## src/rtl/seq_alu_pkg.sv

```systemverilog
// Shared types for the sequential ALU: opcode enum, FSM state enum and
// the mode selector for the iterative shift/multiply datapath.
package seq_alu_pkg;

  typedef enum logic [3:0] {
    OP_PASS = 4'd0,
    OP_CLR  = 4'd1,
    OP_INC  = 4'd2,
    OP_ADD  = 4'd3,
    OP_SUB  = 4'd4,
    OP_SLL1 = 4'd5,
    OP_SRL1 = 4'd6,
    OP_MASK = 4'd7,
    OP_SHLN = 4'd8,
    OP_SHRN = 4'd9,
    OP_MUL  = 4'd10
  } alu_op_t;

  typedef enum logic [1:0] {
    ST_IDLE = 2'd0,
    ST_RUN  = 2'd1,
    ST_DONE = 2'd2
  } seq_alu_state_t;

  typedef enum logic [1:0] {
    ITER_SHL = 2'd0,
    ITER_SHR = 2'd1,
    ITER_MUL = 2'd2
  } iter_mode_t;

endpackage

```

## src/rtl/seq_alu_iter.sv

```systemverilog
// One-step-per-cycle datapath for multi-bit shifts and (optionally) the
// shift-add multiply. Owns its own iteration counter; the top FSM loads it
// and steps it. The multiply accumulator exists only when SEQ_ALU_MUL_EN
// is defined.
module seq_alu_iter
  import seq_alu_pkg::*;
#(
  parameter int WIDTH = 8,
  parameter int CW    = $clog2(WIDTH + 1)
) (
  input  logic             clk,
  input  logic             reset,
  input  logic             load,
  input  logic             step,
  input  iter_mode_t       mode,
  input  logic [WIDTH-1:0] rs,
  input  logic [WIDTH-1:0] rt,
  input  logic [CW-1:0]    count,
  output logic [WIDTH-1:0] res_next,
  output logic             ov_next,
  output logic             last
);

  iter_mode_t       mode_q;
  logic [WIDTH-1:0] data_q;
  logic [CW-1:0]    cnt_q;
`ifdef SEQ_ALU_MUL_EN
  // data_q doubles as the low half of the product (multiplier shifts out).
  logic [WIDTH-1:0] hi_q;
  logic [WIDTH-1:0] mcand_q;
  logic [WIDTH-1:0] hi_next;
  logic [WIDTH:0]   psum;
`endif

  // Operand/counter registers: load on accept, advance one step per RUN cycle.
  always_ff @(posedge clk or posedge reset) begin
    if (reset) begin
      mode_q  <= ITER_SHL;
      data_q  <= '0;
      cnt_q   <= '0;
`ifdef SEQ_ALU_MUL_EN
      hi_q    <= '0;
      mcand_q <= '0;
`endif
    end else if (load) begin
      mode_q  <= mode;
      data_q  <= (mode == ITER_MUL) ? rt : rs;
      cnt_q   <= count;
`ifdef SEQ_ALU_MUL_EN
      hi_q    <= '0;
      mcand_q <= rs;
`endif
    end else if (step && (cnt_q != '0)) begin
      data_q  <= res_next;
      cnt_q   <= cnt_q - CW'(1);
`ifdef SEQ_ALU_MUL_EN
      hi_q    <= hi_next;
`endif
    end
  end

  // Value the datapath takes after the current step, plus the flag it produces.
  always_comb begin
    res_next = data_q;
    ov_next  = 1'b0;
`ifdef SEQ_ALU_MUL_EN
    hi_next  = hi_q;
    psum     = '0;
`endif
    case (mode_q)
      ITER_SHL: begin
        res_next = {data_q[WIDTH-2:0], 1'b0};
        ov_next  = data_q[WIDTH-1];
      end
      ITER_SHR: begin
        res_next = {1'b0, data_q[WIDTH-1:1]};
        ov_next  = data_q[0];
      end
`ifdef SEQ_ALU_MUL_EN
      ITER_MUL: begin
        psum     = {1'b0, hi_q} + (data_q[0] ? {1'b0, mcand_q} : {(WIDTH+1){1'b0}});
        hi_next  = psum[WIDTH:1];
        res_next = {psum[0], data_q[WIDTH-1:1]};
        ov_next  = |psum[WIDTH:1];
      end
`endif
      default: ;
    endcase
  end

  // Final step: this is the edge on which the count reaches zero.
  always_comb begin
    last = (cnt_q == CW'(1));
  end

endmodule

```

## src/rtl/seq_alu.sv

```systemverilog
// Sequential ALU top: IDLE/RUN/DONE FSM, single-cycle ALU, and the
// iterative shift/multiply sub-module. Optional feature macro:
// SEQ_ALU_MUL_EN enables the shift-add multiply for OP_MUL; without it
// OP_MUL behaves like any unused opcode.
//
// Request handshake: start_i is the valid; the block is ready whenever
// busy_o is low (IDLE or DONE). A request is taken on a rising clk edge
// where start_i=1 and busy_o=0; start_i while busy_o=1 is dropped.
module seq_alu
  import seq_alu_pkg::*;
#(
  parameter int WIDTH = 8,
  parameter int SHW   = $clog2(WIDTH)
) (
  input  logic           clk,
  input  logic           reset,
  input  logic           start_i,
  input  alu_op_t        op_i,
  input  logic [WIDTH-1:0] rs_i,
  input  logic [WIDTH-1:0] rt_i,
  output logic           busy_o,
  output logic           done_o,
  output logic [WIDTH-1:0] result_o,
  output logic           ov_o,
  output logic           bnz_o,
  output seq_alu_state_t state_o
);

  localparam int CW = $clog2(WIDTH + 1);

  seq_alu_state_t   state_q, state_d;
  logic             accept;
  logic             is_multi;
  iter_mode_t       iter_mode;
  logic [CW-1:0]    iter_count;
  logic [CW-1:0]    amt;
  logic [WIDTH:0]   sum;
  logic [WIDTH-1:0] alu_res;
  logic             alu_ov;
  logic [WIDTH-1:0] iter_res;
  logic             iter_ov;
  logic             iter_last;

  assign amt    = CW'(rt_i[SHW-1:0]);
  assign accept = start_i && (state_q != ST_RUN);

  // Single-cycle results and the decision whether the op needs RUN.
  always_comb begin
    alu_res    = '0;
    alu_ov     = ov_o;
    is_multi   = 1'b0;
    iter_mode  = ITER_SHL;
    iter_count = amt;
    sum        = '0;
    case (op_i)
      OP_PASS: alu_res = rs_i;
      OP_CLR: begin
        alu_res = '0;
        alu_ov  = 1'b0;
      end
      OP_INC: begin
        sum     = {1'b0, rs_i} + {{WIDTH{1'b0}}, 1'b1};
        alu_res = sum[WIDTH-1:0];
        alu_ov  = sum[WIDTH];
      end
      OP_ADD: begin
        sum     = {1'b0, rs_i} + {1'b0, rt_i} + {{WIDTH{1'b0}}, ov_o};
        alu_res = sum[WIDTH-1:0];
        alu_ov  = sum[WIDTH];
      end
      OP_SUB: begin
        // ov reports "no borrow": the inverted MSB of the WIDTH+1 result.
        sum     = {1'b0, rs_i} - {1'b0, rt_i} + {{WIDTH{1'b0}}, ov_o};
        alu_res = sum[WIDTH-1:0];
        alu_ov  = ~sum[WIDTH];
      end
      OP_SLL1: begin
        alu_res = {rs_i[WIDTH-2:0], ov_o};
        alu_ov  = rs_i[WIDTH-1];
      end
      OP_SRL1: begin
        alu_res = {ov_o, rs_i[WIDTH-1:1]};
        alu_ov  = rs_i[0];
      end
      OP_MASK: alu_res = rs_i & rt_i;
      OP_SHLN: begin
        alu_res   = rs_i;
        is_multi  = (amt != '0);
        iter_mode = ITER_SHL;
      end
      OP_SHRN: begin
        alu_res   = rs_i;
        is_multi  = (amt != '0);
        iter_mode = ITER_SHR;
      end
`ifdef SEQ_ALU_MUL_EN
      OP_MUL: begin
        is_multi   = 1'b1;
        iter_mode  = ITER_MUL;
        iter_count = CW'(WIDTH);
      end
`endif
      default: alu_res = '0;
    endcase
  end

  seq_alu_iter #(
    .WIDTH (WIDTH),
    .CW    (CW)
  ) u_iter (
    .clk      (clk),
    .reset    (reset),
    .load     (accept && is_multi),
    .step     (state_q == ST_RUN),
    .mode     (iter_mode),
    .rs       (rs_i),
    .rt       (rt_i),
    .count    (iter_count),
    .res_next (iter_res),
    .ov_next  (iter_ov),
    .last     (iter_last)
  );

  // FSM state register.
  always_ff @(posedge clk or posedge reset) begin
    if (reset) state_q <= ST_IDLE;
    else       state_q <= state_d;
  end

  // Next-state logic: DONE is ready like IDLE, so back-to-back ops chain.
  always_comb begin
    state_d = state_q;
    case (state_q)
      ST_IDLE, ST_DONE: begin
        if (accept) state_d = is_multi ? ST_RUN : ST_DONE;
        else        state_d = ST_IDLE;
      end
      ST_RUN:  if (iter_last) state_d = ST_DONE;
      default: state_d = ST_IDLE;
    endcase
  end

  // Result/flag register: written only on the edge that enters DONE.
  always_ff @(posedge clk or posedge reset) begin
    if (reset) begin
      result_o <= '0;
      ov_o     <= 1'b0;
    end else if (accept && !is_multi) begin
      result_o <= alu_res;
      ov_o     <= alu_ov;
    end else if ((state_q == ST_RUN) && iter_last) begin
      result_o <= iter_res;
      ov_o     <= iter_ov;
    end
  end

  assign busy_o  = (state_q == ST_RUN);
  assign done_o  = (state_q == ST_DONE);
  assign bnz_o   = |result_o;
  assign state_o = state_q;

endmodule

```

## config.mk

```make
export PLATFORM = sky130hd
export DESIGN_NAME = seq_alu
export DESIGN_NICKNAME = d
export VERILOG_FILES = /design/src/rtl/seq_alu_pkg.sv /design/src/rtl/seq_alu_iter.sv /design/src/rtl/seq_alu.sv
export SDC_FILE = /design/constraint.sdc
export NUM_CORES = 1
export LEC_CHECK = 0
export CORE_MARGIN = 2
export CORE_UTILIZATION = 60
export DETAILED_ROUTE_END_ITERATION = 12
export DONT_BUFFER_PORTS = 1
export PLACE_DENSITY = 0.76
export RECOVER_POWER = 100
export SYNTH_ARGS = -nofsm -noshare
export SYNTH_HDL_FRONTEND = slang
export SYNTH_SLANG_ARGS = --single-unit
```

## constraint.sdc

```tcl
create_clock -name clk -period 3.6 [get_ports clk]
set_input_delay 0.36 -clock clk [delete_from_list [all_inputs] [get_ports clk]]
set_output_delay 0.36 -clock clk [all_outputs]
set_load 0.02 [all_outputs]
```

* Yosys cells after proc, flatten, opt, wreduce, memory -nomap -nowiden *
Cells that the tools add are included.
W data, S select, Z words.

operators by class
  $add $sub $neg = 6
  multiply operators = 0
  div/mod/pow operators = 0
  order comparisons = 0
  equality and inequality tests = 17
  shift-type cells = 0
  multiplexer cells = 19
  bitwise logic cells = 2
  reductions and logical operators = 18

operators by type and width
  kind                   count
  $pmux W8 S7            1
  $mux W8                5
  $add A9 B1 Y9          2
  $eq A4 B3 Y1 const B   4
  $pmux W8 S2            1
  $add A8 B1 Y9 const B  1
  $add A8 B8 Y9          1
  $sub A8 B8 Y9          1
  $and A8 B8 Y8          1
  $eq A4 B1 Y1 const B   2
  $eq A4 B2 Y1 const B   2
  $eq A4 B4 Y1 const B   2
  $mux W4                2
  $reduce_bool A4 Y1     2
  $reduce_or A8 Y1       1
  $ne A7 B1 Y1 const B   1
  $mux W2                3
  $pmux W1 S6            1
  $logic_and A1 B1 Y1    5
  $eq A2 B1 Y1 const B   2
  $logic_not A2 Y1       2
  $logic_not A4 Y1       1
  $mux W1                4
  $pmux W2 S2            1
  other kinds (12)       14

word-level totals
  register bits = 25
  latch bits = 0
  RAM bits = 0
  ROM bits = 0
  input bits = 23
  output and inout port bits = 14
  word-level logic and storage cells = 68
  memories kept = 0

* Logic depth before layout (Yosys ltp) *
Gate-level depths: netlist of run 1.

  depth after elaboration = 7
  depth in mapped cells = 11
  gate-level depth less buffers = 11

* Modules after synthesis *
Synthesis of run 1 repeated with hierarchy kept, for this count alone.

unflattened totals
  cell total of the unflattened synthesis = 373
  area total of the unflattened synthesis = 3210.6 µm²

modules (own cells, without submodules)
  module        instances  cells each  area each (µm²)  seq. area each (µm²)
  seq_alu       1          281         2205.9           275.3
  seq_alu_iter  1          92          1004.7           350.3

* Least setup slack after synthesis of run 1 *
No wires, ideal clock.

  path kind = register to register
  from = register ov_o
  to = register result_o[6]
  setup time = 0.124 ns
  arrival = 2.517 ns
  data required time = 3.476 ns
  path slack = 0.959 ns
  cell stages (with the launch flop) = 12
  path buffers = 0
  clock period less this slack = 2.641 ns
  cell sequence = dfrtp_1 -> inv_1 -> ha_1 -> inv_1 -> ha_1 -> fa_1 -> a211oi_1 -> o21bai_1 -> a21oi_1 -> xnor2_1 -> a21o_1 -> a211o_1

between the ends
  word-level cells in the longest chain between the ends = 3
  elaborated cells on any way between the ends = 4
  those cells by class = add/sub: 2; mux: 2

ends and longest elaborated chain
  element                           line                          source
  start, declared                   seq_alu.sv:24                 output logic ov_o,
  start signal, assigned            seq_alu.sv:150                ov_o <= alu_ov;
  start signal, assigned            seq_alu.sv:153                ov_o <= iter_ov;
  $add A9 B1 Y9 (on tied branches)  seq_alu.sv:73, seq_alu.sv:67
  $pmux W8 S7 (*)                   seq_alu.sv:55                 case (op_i)
  $mux W8 (*)                       seq_alu.sv:148                end else if (accept && !is_multi) begin
  end signal, assigned              seq_alu.sv:149                result_o <= alu_res;
  end signal, assigned              seq_alu.sv:152                result_o <= iter_res;
  end, declared                     seq_alu.sv:23                 output logic [WIDTH-1:0] result_o,

Every way passes the cells marked *; elsewhere a longest branch is shown, timed or not.
A chain may end at the register's enable or synchronous reset.

* Worst setup path after layout of run 1 *
  from = register ov_o
  to = register ov_o

between the ends
  word-level cells in the longest chain between the ends = 4
  elaborated cells on any way between the ends = 5
  those cells by class = add/sub: 2; mux: 2; bitwise: 1

ends and longest elaborated chain
  element          line            source
  $add A9 B1 Y9    seq_alu.sv:73   sum = {1'b0, rs_i} - {1'b0, rt_i} + {{WIDTH{1'b0}}, ov_o};
  $not A1 Y1       seq_alu.sv:75   alu_ov = ~sum[WIDTH];
  $pmux W1 S6 (*)  seq_alu.sv:55
  $mux W1 (*)      seq_alu.sv:148

Marked as above.

==> flow_metrics.tcl, run 1 <==
set metrics [dict create \
    overflow 0 \
    antenna_found_initial 0 \
    grt_max_degree 25 \
    fp.coreArea_mm2 0.00438 \
    gp_congestion 0.927 \
    cts_tree "done" \
    power_frac_seq_pct 41.5 \
    postCtsHoldBufs 0 \
    arrival_ps 3090 \
    grt.total_usage_pct 28.6 \
    die-area_mm2 0.00513 \
    min_period_ps 2920 \
    p_per_area_mw_per_mm2 420 \
    endpoint_kind "flip-flop" \
    worstSetupStartpointType "flip-flop" \
    r2r-start "ov_o$_DFFE_PP0P_" \
    num_rows 24 \
    crit_slowest_cell "dfrtp_1" \
    hold_path.class "in -> async" \
    io_pins 37 \
    finalPower_mw 1.16 \
    diodes 0 \
    synthCells 337 \
    totalWireLength_um 7130 \
    vdd_drop_max_uv 160 \
    start_util_pct 62.6 \
    setup_viol 0 \
    die_h_um 71.6 \
    dp_hpwl_um 5490 \
    leakage_nw 1.22 \
    viasPerCell 6.78 \
    synth-edff-count 0 \
    path_clk_slew_ps 90 \
    intPower_mw 0.682 \
    dieWidth_um 71.6 \
    worstSkewPairLatency_ps 280 \
    cap_violations 0 \
    finClkSkew_ps 1.72 \
    drv_slew 0 \
    cts_root_buf "clkbuf_8" \
    worst_path_largest_cell_delay_ps 550 \
    cts_buffers 3 \
    synthFlopType "dfrtp_1" \
    synthArstFlopShare_pct 100 \
    htreeDepth 1 \
    synth.distinct_cells 52 \
    areaGrowthSynthToFinish_pct 0.410 \
    yosys_warnings 0 \
    setup_tns_ps 0 \
    p_clk_share_pct 16.6 \
    cts_setup_buffers 0 \
    relSlewSlack_pct 26.0 \
    switchingPower_mw 0.475 \
    path_buf_inv 2 \
    outcome "completed" \
    cp_top_family "compound AO/OA/AOI/OAI gates" \
    reg2reg_slack_ps 680 \
    crit_chain "inv_1 -> ha_1 -> inv_1 -> ha_1 -> fa_1 -> a211oi_1 -> o21bai_1 -> a211oi_1 -> o21bai_1 -> xor2_1 -> a41o_1" \
    crit_required_ps 3770 \
    synth-seq-area-share_pct 21.9 \
    drive_gt1_share_pct 5.26 \
    final_cell_mix "nor2_1 (33), nand2_1 (29), ha_1 (27), dfrtp_1 (24)" \
    criticalPathCategory "reg -> reg" \
    worstPathMaxFanout 5 \
    r2r_cells 11 \
    max_freq_ghz 0.342 \
    cts_resized 0 \
    finalCritPeriodShare_pct 81.1 \
    synth_seq_cells 24 \
    synth_fp_nets 390 \
    finalNetCount 377 \
    drt_pass1_iterations 5 \
    worstMarginPinSlew_ps 1110 \
    cts_buffer_depth 2 \
    drc_errors 0 \
    final_hold_viol_count 0 \
    syn_area_mm2 0.00274 \
    final_antenna_net_count 0 \
    cts_sinks 24 \
    rsz0062_at_grt "false" \
    grt_pass1_vias 2410 \
    grt_pass1_wl_um 11600 \
    worstReg2RegEnd "ov_o$_DFFE_PP0P_" \
    synth_area_per_cell_um2 8.14 \
    wl_per_cell_um 19.0 \
    port_buffers 0 \
    drt_first_iter_violations 223 \
    layout_commonest_cell "nor2_1" \
    pwr-share-comb_pct 41.9 \
    sw_frac_of_total_pct 41.0 \
    vias 2544 \
]
## flip-flops by register name (all words and copies together), names as in the netlist
signal / count
state_o: 2
u_iter.mode_q: 1
u_iter.data_q: 8
ov_o: 1
u_iter.cnt_q: 4
result_o: 8
## per-stage QoR
step	hold slack [ps]	worst slack (ps)	area, um^2	cells	util (%)
3_5_place_dp	488	728	2710	371	61.8
3_3_place_gp	481	829	2710	371	61.8
5_1_grt	225	443	2760	375	62.8
6_report	165	680	2760	375	62.8
2_1_floorplan	375	959	2740	337	-
4_1_cts	199	706	2760	375	63.0
## power by group through the flow
stage | clock network (mW) | registers [mW] | logic, mW
after global placement | 0 | 0.483 | 0.468
after detailed placement | 0 | 0.485 | 0.478
after global routing | 0.198 | 0.490 | 0.548
final | 0.192 | 0.481 | 0.484
after floorplan | 0 | 0.446 | 0.422
after CTS | 0.190 | 0.480 | 0.481
## worst max path at each step
stage | slack [ps] | cells after the start | start | endpoint
4_1_cts | 710 | 11 | ov_o$_DFFE_PP0P_ | ov_o$_DFFE_PP0P_
5_1_grt | 440 | 11 | ov_o$_DFFE_PP0P_ | ov_o$_DFFE_PP0P_
3_3_place_gp | 830 | 11 | ov_o$_DFFE_PP0P_ | result_o[6]$_DFFE_PP0P_
6_report | 680 | 11 | ov_o$_DFFE_PP0P_ | ov_o$_DFFE_PP0P_
2_1_floorplan | 960 | 11 | ov_o$_DFFE_PP0P_ | result_o[6]$_DFFE_PP0P_
3_5_place_dp | 730 | 11 | ov_o$_DFFE_PP0P_ | ov_o$_DFFE_PP0P_
## cells in the mapped netlist (6+ instances only)
master	n	share of area (%)
nor2_1	32	4.4
o21ai_0	23	4.2
ha_1	27	12
a221o_1	8	2.9
nor3_1	7	1.3
o22ai_1	6	1.4
clkbuf_1	9	1.2
a21oi_1	18	3.3
nand3_1	10	1.8
mux2_2	6	2.5
and3_1	8	1.8
mux2i_1	9	3.3
a22oi_1	7	1.9
dfrtp_1	24	22
inv_1	23	3.1
nand2_1	29	4.0
nor2b_1	6	1.4
a211oi_1	6	1.6
xnor2_1	10	3.2
## per-layer routing
layer / vias to the layer above / share of wire (%) / track usage [%]
li1: 1205 / - / -
met1: 1182 / 43 / 39.7
met2: 140 / 48 / 48.0
met3: 17 / 7.4 / 2.11
met4: 0 / 2.1 / 8.18
met5: - / 0 / 0
## cells by family (layout without fill, tap and decap cells)
logic type	count (synthesis)	count (layout)	share of synthesized area (%)
simple gates	112	112	20.2
compound gates	99	99	24.7
flops	24	24	21.9
fa+ha+maj	30	30	14.5
buf+inv	41	27	6.84
xor+xnor	14	14	4.47
mux	17	17	7.39
## cell type report
class | instances | area [um^2]
inverters | 23 | 86.3
flip-flops and latches | 24 | 601
multi-input cells | 272 | 1950
clock buffers | 4 | 55.1
fillers | 406 | 1630
well taps | 52 | 65.1
No activity file was read; power rests on OpenSTA's default activity.
==> run 2, diff against run 1 <==
- CORE_UTILIZATION: 60 -> 59
- PLACE_DENSITY: 0.76 -> 0.78
- clock period: 3.6 -> 2.5 ns (I/O delays scaled with it)
==> run 2 against run 1 <==
Net effect:
- the flow now finishes with violations (negative setup slack)
- die area is 1.6% higher
- sequential share of layout area down 0.98 points
- fmax increased by 16%
- critical endpoint unchanged
==> flow_metrics.tcl, run 2 (same netlist as run 1, synthesis figures left out) <==
set metrics [dict create \
    leakage_nw 1.26 \
    min_period_ps 2520 \
    p_clk_share_pct 19.0 \
    cap_violations 0 \
    drive_gt1_share_pct 11.2 \
    cts_sinks 24 \
    die_h_um 72.2 \
    cts_buffers 3 \
    diodes 0 \
    crit_top_cell "o21bai_1" \
    finalNetCount 385 \
    viasPerCell 6.75 \
    relSlewSlack_pct 38.5 \
    drc_errors 0 \
    criticalPathCategory "reg -> reg" \
    worstSetupStartpointType "flip-flop" \
    worstSkewPairLatency_ps 270 \
    rsz0062_at_grt "true" \
    fin_area_mm2 0.00289 \
    io_pins 37 \
    final_antenna_net_count 0 \
    drv_slew 0 \
    fillers 374 \
    areaGrowthSynthToFinish_pct 5.38 \
    setup_viol 1 \
    sw_frac_of_total_pct 39.7 \
    antenna_found_initial 0 \
    totalWireLength_um 7610 \
    worstMarginPinSlew_ps 921 \
    pwr-share-comb_pct 43.0 \
    vias 2587 \
    grt_max_degree 25 \
    crit_required_ps 2670 \
    vdd_drop_max_uv 436 \
    dp_hpwl_um 5810 \
    htreeDepth 1 \
    layout_setup_ws_ps -17.2 \
    r2r_cells 11 \
    start_util_pct 62.2 \
    p_per_area_mw_per_mm2 626 \
    cts_root_buf "clkbuf_8" \
    wl_per_cell_um 19.9 \
    violations "negative setup slack" \
    overflow 0 \
    worstPathMaxFanout 3 \
    power_frac_seq_pct 38.0 \
    fp.coreArea_mm2 0.00441 \
    dieWidth_um 72.2 \
    endpoint_kind "flip-flop" \
    drt_pass1_iterations 5 \
    cts_tree "done" \
    port_buffers 0 \
    grt_pass1_wl_um 12100 \
    gp_congestion 0.952 \
    intPower_mw 1.09 \
    grt_pass1_vias 2460 \
    final_hold_viol_count 0 \
    finalCritPeriodShare_pct 101 \
    max_freq_ghz 0.397 \
    arrival_ps 2690 \
    finClkSkew_ps 2.11 \
    r2r-start "ov_o$_DFFE_PP0P_" \
    worstReg2RegEnd "ov_o$_DFFE_PP0P_" \
    reg_top3 "result_o (8), u_iter.data_q (8), u_iter.cnt_q (4)" \
    hold_path.class "in -> async" \
    reg2reg_slack_ps -20 \
    worst_path_largest_cell_delay_ps 400 \
    layout_commonest_cell "nor2_1" \
    crit_slowest_cell "dfrtp_2" \
    switchingPower_mw 0.719 \
    final_cell_mix "nor2_1 (32), nand2_1 (29), ha_1 (25), dfrtp_1 (23)" \
    die-area_mm2 0.00521 \
    crit_chain "inv_2 -> ha_4 -> inv_1 -> ha_2 -> fa_2 -> a211oi_2 -> o21bai_1 -> a211oi_1 -> o21bai_1 -> xor2_1 -> a41o_1" \
    grt.total_usage_pct 29.6 \
    outcome "finished, violations left" \
    drt_first_iter_violations 322 \
    pre_cts_ws_ps -22.5 \
    num_rows 24 \
    path_clk_slew_ps 90 \
    place_area_mm2 0.00276 \
    cts_buffer_depth 2 \
]
## run 2: cell types whose count changed in the layout (fill, tap and decap cells not counted), sizes merged
cell / previous run / this run
buf: 0 / 6
bufinv: 0 / 1
clkbuf: 4 / 5
## run 2: worst max-delay path by stage
| stage | from | cells after the start | endpoint |
|---|---|---|---|
| after floorplan | ov_o$_DFFE_PP0P_ | 11 | result_o[6]$_DFFE_PP0P_ |
| after global placement | ov_o$_DFFE_PP0P_ | 11 | ov_o$_DFFE_PP0P_ |
| after detailed placement | ov_o$_DFFE_PP0P_ | 11 | result_o[6]$_DFFE_PP0P_ |
| after CTS | ov_o$_DFFE_PP0P_ | 11 | result_o[6]$_DFFE_PP0P_ |
| after global routing | ov_o$_DFFE_PP0P_ | 11 | ov_o$_DFFE_PP0P_ |
| final | ov_o$_DFFE_PP0P_ | 11 | ov_o$_DFFE_PP0P_ |
## run 2: repair_timing
| action | CTS | global route |
|---|---|---|
| endpoints found under the setup margin | 3 | 4 |
| resized for setup | 3 | 9 |
| endpoints found under the hold margin | 0 | 0 |
| pin swaps | 9 | 5 |
| buffers inserted | 1 | 1 |
| hold buffers | 0 | 0 |
| cloned | 0 | 0 |
## run 2: power by group through the flow
stage / clock network [mW] / registers (mW) / logic (mW)
after floorplan: 0 / 0.643 / 0.612
after global placement: 0 / 0.685 / 0.713
after detailed placement: 0 / 0.693 / 0.733
after CTS: 0.350 / 0.685 / 0.750
after global routing: 0.363 / 0.705 / 0.863
final: 0.344 / 0.688 / 0.778
## run 2: critical path, delay by kind of cell, from the launching register on
| family | cells | cell delay [ps] |
|---|---|---|
| buffers and inverters | 2 | 100 |
| adder cells (fa/ha/maj) | 3 | 800 |
| XOR/XNOR | 1 | 150 |
| flip-flops | 1 | 400 |
| AO/OA/AOI/OAI | 5 | 960 |
## run 2: stage by stage
stage	hold slack (ps)	util, %	cells	setup TNS, ps	power, mW
2_1_floorplan	265	-	337	0	1.26
3_3_place_gp	374	62.6	377	0	1.40
3_5_place_dp	383	62.6	377	-37.2	1.43
4_1_cts	94.1	64.7	382	0	1.78
5_1_grt	103	65.5	383	-133	1.93
6_report	64.5	65.5	383	-17.2	1.81
## run 2: layer usage
metal | global-route usage (%) | wire length (um) | up-vias
met1 | 39.2 | 3170 | 1209
met3 | 7.08 | 768 | 9
met4 | 6.50 | 81 | 0
met5 | 0 | 0 | -
li1 | - | - | 1225
met2 | 49.2 | 3590 | 144
## run 2: area by class of cell
type	count	area, um^2	share of cell area (%)
Inverter	23	86.3	2.99
Clock inverter	1	30.0	1.04
Multi-Input combinational cell	272	2010	69.7
Tap cell	52	65.1	2.25
Clock buffer	3	41.3	1.43
Timing Repair Buffer	8	52.6	1.82
Sequential cell	24	602	20.8
==> run 3, diff against run 2 <==
- TNS_END_PERCENT: default -> 10
==> results of run 3 <==
Final layout, timing and power as in run 2 (identical DEF).
